--- config.mk ---
export PLATFORM = sky130hd
export DESIGN_NAME = shift_register
export DESIGN_NICKNAME = d
export VERILOG_FILES = /design/src/rtl/shift_register.sv
export SDC_FILE = /design/constraint.sdc
export NUM_CORES = 1
export LEC_CHECK = 0
export ABC_AREA = 1
export ABC_CLOCK_PERIOD_IN_PS = 1070
export BUFFER_PORTS_ARGS = -buffer_cell sky130_fd_sc_hd__buf_2
export CAP_MARGIN = 30
export CORE_AREA = 2 2 39 41
export CTS_CLUSTER_DIAMETER = 200
export DETAILED_ROUTE_END_ITERATION = 7
export DIE_AREA = 0 0 41 43
export PLACE_DENSITY = 0.68
export SYNTH_ARGS = -nofsm -noshare
export SYNTH_HDL_FRONTEND = slang
export SYNTH_SLANG_ARGS = --single-unit
--- constraint.sdc ---
create_clock -name clk -period 1.07 [get_ports clk]
set_input_delay 0.107 -clock clk [delete_from_list [all_inputs] [get_ports clk]]
set_output_delay 0.107 -clock clk [all_outputs]
set_load 0.05 [all_outputs]
--- src/rtl/shift_register.sv ---
// shift_register: N-bit parallel-load bidirectional shift register; define SHIFT_REGISTER_ROTATE_EN for rotate fill instead of zero fill
module shift_register #(
  parameter int N = 8
) (
  input  logic         clk,
  input  logic         rst,
  input  logic         load,
  input  logic         shift,
  input  logic         dir,
  input  logic [N-1:0] data_in,
  output logic [N-1:0] q
);
  logic fill_l, fill_r;
`ifdef SHIFT_REGISTER_ROTATE_EN
  assign fill_l = q[N-1];
  assign fill_r = q[0];
`else
  assign fill_l = 1'b0;
  assign fill_r = 1'b0;
`endif
  always_ff @(posedge clk) begin
    if (rst) q <= '0;
    else if (load) q <= data_in;
    else if (shift) q <= dir ? {fill_r, q[N-1:1]} : {q[N-2:0], fill_l};
  end
endmodule

Word-level counts from Yosys, hierarchy flattened
Index checks and enable logic that the tools add are counted.

word-level totals
  register bits = 8
  output and inout bits = 8
  logic and storage cells = 5

operators by class
  muxes and demuxes = 3
  reduce and logical (&&, ||, !) cells = 1

operator list
  operator            count
  $mux W8             3
  $reduce_bool A2 Y1  1

Depth between registers and ports, before layout
Gate-level depths: netlist of the first run.

  depth in word-level cells = 3
  mapped depth = 6
  gate-level depth less buffers = 5

Worst setup path after synthesis of the first run
No wires, ideal clock.

  path kind = reg2reg
  from = register q[5]
  to = register q[4]
  library setup time = 70 ps
  data arrival time = 987 ps
  slack = 13 ps
  cell stages (with the launch flop) = 5
  path buffers = 0
  clock period less this slack = 1,057 ps
  path through = dfxtp_1 > inv_1 > nand2_1 > nand3_1 > a21oi_1

between the ends
  cells in the longest elaborated chain, start to end = 3

RTL lines
  element                   RTL line  source
  start: declaration        11        output logic [N-1:0] q
  start signal: assignment  23        else if (load) q <= data_in;
  start signal: assignment  24        else if (shift) q <= dir ? {fill_r, q[N-1:1]} : {q[N-2:0], fill_l};
  $mux W8 (2 in a row)      24
  $mux W8                   23

Every way passes these cells. The select of a mux whose other input is x is not followed.
A chain may end at the register's enable or synchronous reset.

Worst setup path after layout of the first run
  from = register q[1]
  to = output port q[1]

No word-level cell between the ends.

==> flow_summary_export.csv, run 1 <==
group,metric,value,unit
clocking,cts_buffer_depth,2,
hold_path,min-delay-start,"rst",
drt,wl_per_cell,9.82,µm
finish,final_cell_mix,"nand2_1, buf_2, a21oi_1",
setup_path,crit_type,"reg2out",
clocking,h-tree-depth,1,
setup_path,reg2reg_to,"q[3]",
synth,synth-seq-cells,8,
global_routing,grt-ovfl-total,0,
power,p_sw,0.000258,W
clocking,cts_tree,"done",
drt,wirelength,1.09,mm
setup_path,cp_data_required_time,960,ps
setup_path,r2r_cells,4,
synth,ys_warn_count,0,
placement,hpwl,832,µm
power,pwr-share-clk,30.6,%
clocking,cts_resized,0,
finish,area_growth,25.9,%
synth,synth_xor_area_share,0,%
setup_path,critical_path.top_delay_family,"flip-flops",
synth,synth.cell_area,473,µm²
finish,largest_reg_flops,8,
power,power.leakage,0.351,nW
global_routing,track_usage,15.1,%
drt,dr.first_iter.drc_count,13,
die,dieWidth,41,µm
drt,drt_pass1_iterations,5,
hold_path,hold_class,"in2reg",
setup_path,critPathArrivalTime,910,ps
hold_path,whs_endpoint,"q[1]",
placement,place.gp.congestion,0.784,
sta,rsz0062_at_grt,"no",
finish,diodes,0,
clocking,cts_buffers,3,
global_routing,antenna_found_initial,0,
power,p_per_area,1280,nW/µm²
clocking,cts.sinks,8,
die,ios,21,
finish,final_nets,110,
synth,syn-num-nets,88,
die,core,1380,µm²
synth,synth-seq-area-share,33.9,%
clocking,clkTransAtPathRegs,60,ps
clocking,cts_hold_buf,0,
setup_path,critPathMaxStageDelay,370,ps
setup_path,r2r_start,"q[2]",
synth,yosys.cell_types.count,12,
finish,fillers,167,
die,start_util,34.2,%
placement,port_buffers,20,
finish,drive_gt1_share,28.4,%
sta,finalCriticalPeriod,1020,ps
synth,synthMuxAreaShare,0,%
setup_path,critical_path_buf_inv_count,1,
sta,clock_skew,1.71,ps
finish,layout_commonest_cell,"nand2_1",
power,intPower,0.000504,W
synth,synthCells,75,
synth,synth.avg_cell_area,6.31,µm²
synth,yosys.area_share.simple,32.5,%
die,die_area,1760,µm²
die,die_y,43,µm
synth,synth-compound-area-share,16.9,%
outcome,status,"complete, no violations",
die,rows,14,
sta,max_freq,0.981,GHz
global_routing,grt_start_max_net_pins,11,
clocking,clkLatencyLatePin,250,ps
clocking,post_cts_buffers,0,
global_routing,grt_first_pass_wirelength,1.77,mm
setup_path,r2r_setup_slack,320,ps
setup_path,path_depth,1,
sta,holdWs,126,ps
power,irDropWorstVdd,0.000574,V
sta,fin_setup_tns,0,ps
finish,largest-register,"q",
sta,fin_crit_sh,95.2,%
power,combPwrFrac,25.8,%
finish,reg.largest.list,"q (8)",
setup_path,cp-end-kind,"primary output",
drt,antenna_left,0,
setup_path,crit_slowest_cell,"dfxtp_1",
setup_path,cp_cell_sequence,"buf_2",
drt,drc_errors,0,
setup_path,crit_fanout,4,
drt,avgViaCountPerCell,4.60,
sta,worst_slew_pin_slew,267,ps
global_routing,grt_pass1_vias,411,
power,pwr-share-seq,43.6,%
sta,final_hold_viol_count,0,
sta,finalSetupViolCount,0,
setup_path,startpoint_type,"flip-flop",
hold_path,holdPathStages,2,
sta,drv_slew,0,
drt,num_vias,511,
clocking,clock-root-buffer,"clkbuf_4",
run,drv_cap,0,
power,swShare,33.8,%
synth,synth_adder_area_share,0,%
sta,maxSlewHeadroom,82.2,%
synth,synth_top_family_by_area,"simple AND/OR/NAND/NOR gates",
area by class of cell:
class | count | area, µm² | area share, %
Multi-Input combinational cell | 49 | 234 | 39.3
Sequential cell | 8 | 160 | 26.9
Timing Repair Buffer | 20 | 100 | 16.8
Inverter | 15 | 58.8 | 9.87
Clock buffer | 3 | 22.5 | 3.78
Tap cell | 16 | 20.0 | 3.36
routing by layer:
metal	share of wire (%)	vias to the layer above	GRT usage, %	wire length (µm)
li1	-	274	-	-
met1	47	211	21.7	516
met2	43	24	18.4	470
met3	8.5	2	4.71	93
met4	0.92	0	10.0	10
met5	0	-	0	0
synth_stat cells:
master,n,area share [%]
a21oi_1,16,17
buf_1,1,0.79
buf_2,1,1.1
buf_6,1,2.4
dfxtp_1,8,34
inv_1,13,10
inv_2,1,0.79
inv_4,1,1.3
nand2_1,26,21
nand3_1,5,5.3
nor2_4,1,2.4
nor2_8,1,4.2
stage by stage:
step / power [W] / instances / utilization (%) / area, µm² / worst slack, ps
6_report: 0.000761 / 111 / 43.0 / 596 / 51.0
5_1_grt: 0.000807 / 111 / 43.0 / 596 / 3.88
4_1_cts: 0.000770 / 111 / 43.0 / 596 / 48.4
3_5_place_dp: 0.000536 / 108 / 41.4 / 573 / 250
3_3_place_gp: 0.000534 / 108 / 41.4 / 573 / 269
2_1_floorplan: 0.000484 / 75 / - / 473 / 13.4
cell families after synthesis:
kind of cell,after synthesis
and+or+nand+nor,33
buffers and inverters,18
AOI/OAI and AO/OA,16
DFF,8
power groups by stage:
stage,logic (W),registers [W],clock network (W)
3_3_place_gp,0.000195,0.000338,0
6_report,0.000196,0.000332,0.000233
5_1_grt,0.000215,0.000335,0.000258
2_1_floorplan,0.0000854,0.000399,0
4_1_cts,0.000198,0.000332,0.000240
3_5_place_dp,0.000197,0.000339,0
worst max path at each step:
stage	from	endpoint	slack, ps
after floorplan	q[5]	q[4]	10
after global placement	load	q[2]	270
after detailed placement	load	q[6]	250
after CTS	q[6]	q[6]	50
after global routing	q[6]	q[6]	4
final	q[1]	q[1]	50
(Power assumes the default switching activity.)
==> run 2, diff against run 1 <==
BUFFER_PORTS_ARGS = unset   (was -buffer_cell sky130_fd_sc_hd__buf_2)
CAP_MARGIN = 20   (was 30)
DONT_BUFFER_PORTS = 1   (was unset)
PLACE_DENSITY = 0.54   (was 0.68)
==> run 2 against run 1 <==
  * Count of clock-buffer cells in the layout unchanged
  * Global-route usage down 0.75 points
  * Final cell count down 9.9%
  * Clock power about the same
  * Hold slack worse by 110 ps
  * First-iteration DRC count down 7.7%
  * Sequential share of layout area up 1.4 points
  * Total power down 2.7%
==> flow_summary_export.csv, run 2 (synthesis gave the netlist of run 1 again) <==
group,metric,value,unit
outcome,status,"complete, no violations",
drt,drc_errors,0,
finish,fillers,164,
power,power.leakage,0.310,nW
drt,num_vias,469,
finish,reg.largest.list,"q (8)",
placement,place.gp.congestion,0.672,
placement,port_buffers,0,
setup_path,cp_cell_sequence,"buf_4",
finish,layout_commonest_cell,"nand2_1",
power,total_power,0.000741,W
finish,multiInputGateArea,234,µm²
setup_path,path_depth,1,
setup_path,crit_type,"reg2out",
global_routing,grt_start_max_net_pins,11,
setup_path,critical_path_buf_inv_count,1,
die,die_area,1760,µm²
clocking,cts.sinks,8,
sta,rsz0062_at_grt,"no",
sta,final_hold_viol_count,0,
clocking,clock-root-buffer,"clkbuf_4",
clocking,cts_buffers,3,
setup_path,crit_fanout,4,
hold_path,min-delay-start,"dir",
global_routing,track_usage,14.3,%
sta,finalSetupViolCount,0,
sta,max_freq,1.05,GHz
clocking,cts_buffer_depth,2,
finish,diodes,0,
finish,final_nets,99,
global_routing,antenna_found_initial,0,
sta,fin_setup_tns,0,ps
finish,largest_reg_flops,8,
sta,maxSlewHeadroom,78.2,%
global_routing,grt_pass1_vias,419,
power,p_per_area,1310,nW/µm²
setup_path,r2r_start,"q[5]",
sta,postLayoutSetupSlackWorst,113,ps
setup_path,startpoint_type,"flip-flop",
hold_path,hold_class,"in2reg",
finish,finalCoreUtilization,40.9,%
setup_path,crit_slowest_cell,"dfxtp_1",
global_routing,grt_first_pass_wirelength,1.68,mm
drt,wirelength,1.05,mm
drt,drt_pass1_iterations,4,
clocking,h-tree-depth,1,
setup_path,r2r_cells,4,
sta,finalCriticalPeriod,957,ps
die,core,1380,µm²
finish,design_area,566,µm²
sta,fin_crit_sh,89.4,%
setup_path,crit_start,"q[4]",
drt,avgViaCountPerCell,4.69,
sta,drv_slew,0,
drt,dr.first_iter.drc_count,12,
drt,wl_per_cell,10.5,µm
finish,largest-register,"q",
die,dieWidth,41,µm
clocking,post_cts_buffers,0,
clocking,clkTransAtPathRegs,60,ps
placement,post_dp_cell_area,533,µm²
run,drv_cap,0,
setup_path,critPathArrivalTime,850,ps
setup_path,cp-end-kind,"primary output",
drt,antenna_left,0,
setup_path,cp-endpoint,"q[4]",
placement,place_ws,318,ps
die,die_y,43,µm
die,start_util,34.2,%
power,irDropWorstVdd,0.000492,V
clocking,clkLatencyLatePin,260,ps
setup_path,reg2reg_to,"q[4]",
setup_path,critical_path.top_delay_family,"flip-flops",
setup_path,cp_data_required_time,960,ps
finish,area_growth,19.6,%
die,ios,21,
setup_path,r2r_setup_slack,310,ps
global_routing,grt-ovfl-total,0,
clocking,cts_tree,"done",
finish,final_cell_mix,"nand2_1, a21oi_1, inv_1",
sta,clock_skew,4.02,ps
setup_path,critPathMaxStageDelay,380,ps
sta,worst_slew_pin_slew,326,ps
finish,seq_area,160,µm²
finish,drive_gt1_share,17.9,%
die,rows,14,
[run 2: worst min-delay path by stage]
stage / to / slack, ps / depth (start not counted)
detailed placement: q[5] / 180 / 1
finish: q[0] / 10 / 2
global placement: q[6] / 180 / 1
CTS: q[0] / 9 / 2
floorplan: q[5] / 340 / 4
global route: q[0] / 40 / 2
[run 2: worst register-to-register path: stages, from the launching register on]
cell     delay [ps]
dfxtp_1         350
inv_1            60
nand2_1          60
nand3_1          70
a21oi_1         150
[run 2: repair_timing]
| action | CTS | global route |
|---|---|---|
| hold buffers | 1 | 0 |
| endpoints found under the setup margin | 0 | 0 |
| resized for setup | 0 | 0 |
| endpoints found under the hold margin | 8 | 0 |
[run 2: layout make-up]
cell class,instances,area share (%)
flip-flops and latches,8,28.3
well taps,16,3.54
repair buffers,9,12.4
multi-input cells,49,41.4
inverters,15,10.4
clock buffers,3,3.98
[run 2: per-stage QoR]
step,std cells,hold WS (ps)
after floorplan,75,336
after global placement,96,178
after detailed placement,96,179
after CTS,100,8.53
after global routing,100,39.8
final,100,11.9
[run 2: routing by layer]
metal	GRT usage, %	routed length [µm]	up-vias
met2	19.1	453	20
met5	0	0	-
met3	4.19	87	5
met1	18.9	471	192
met4	10.0	31	0
li1	-	-	252
[run 2: power breakdown]
group / leakage, nW / internal (W) / total, W / switching, W
clock: 0.0138 / 0.000129 / 0.000235 / 0.000106
sequential: 0.0660 / 0.000316 / 0.000333 / 0.0000161
combinational: 0.230 / 0.0000577 / 0.000173 / 0.000116
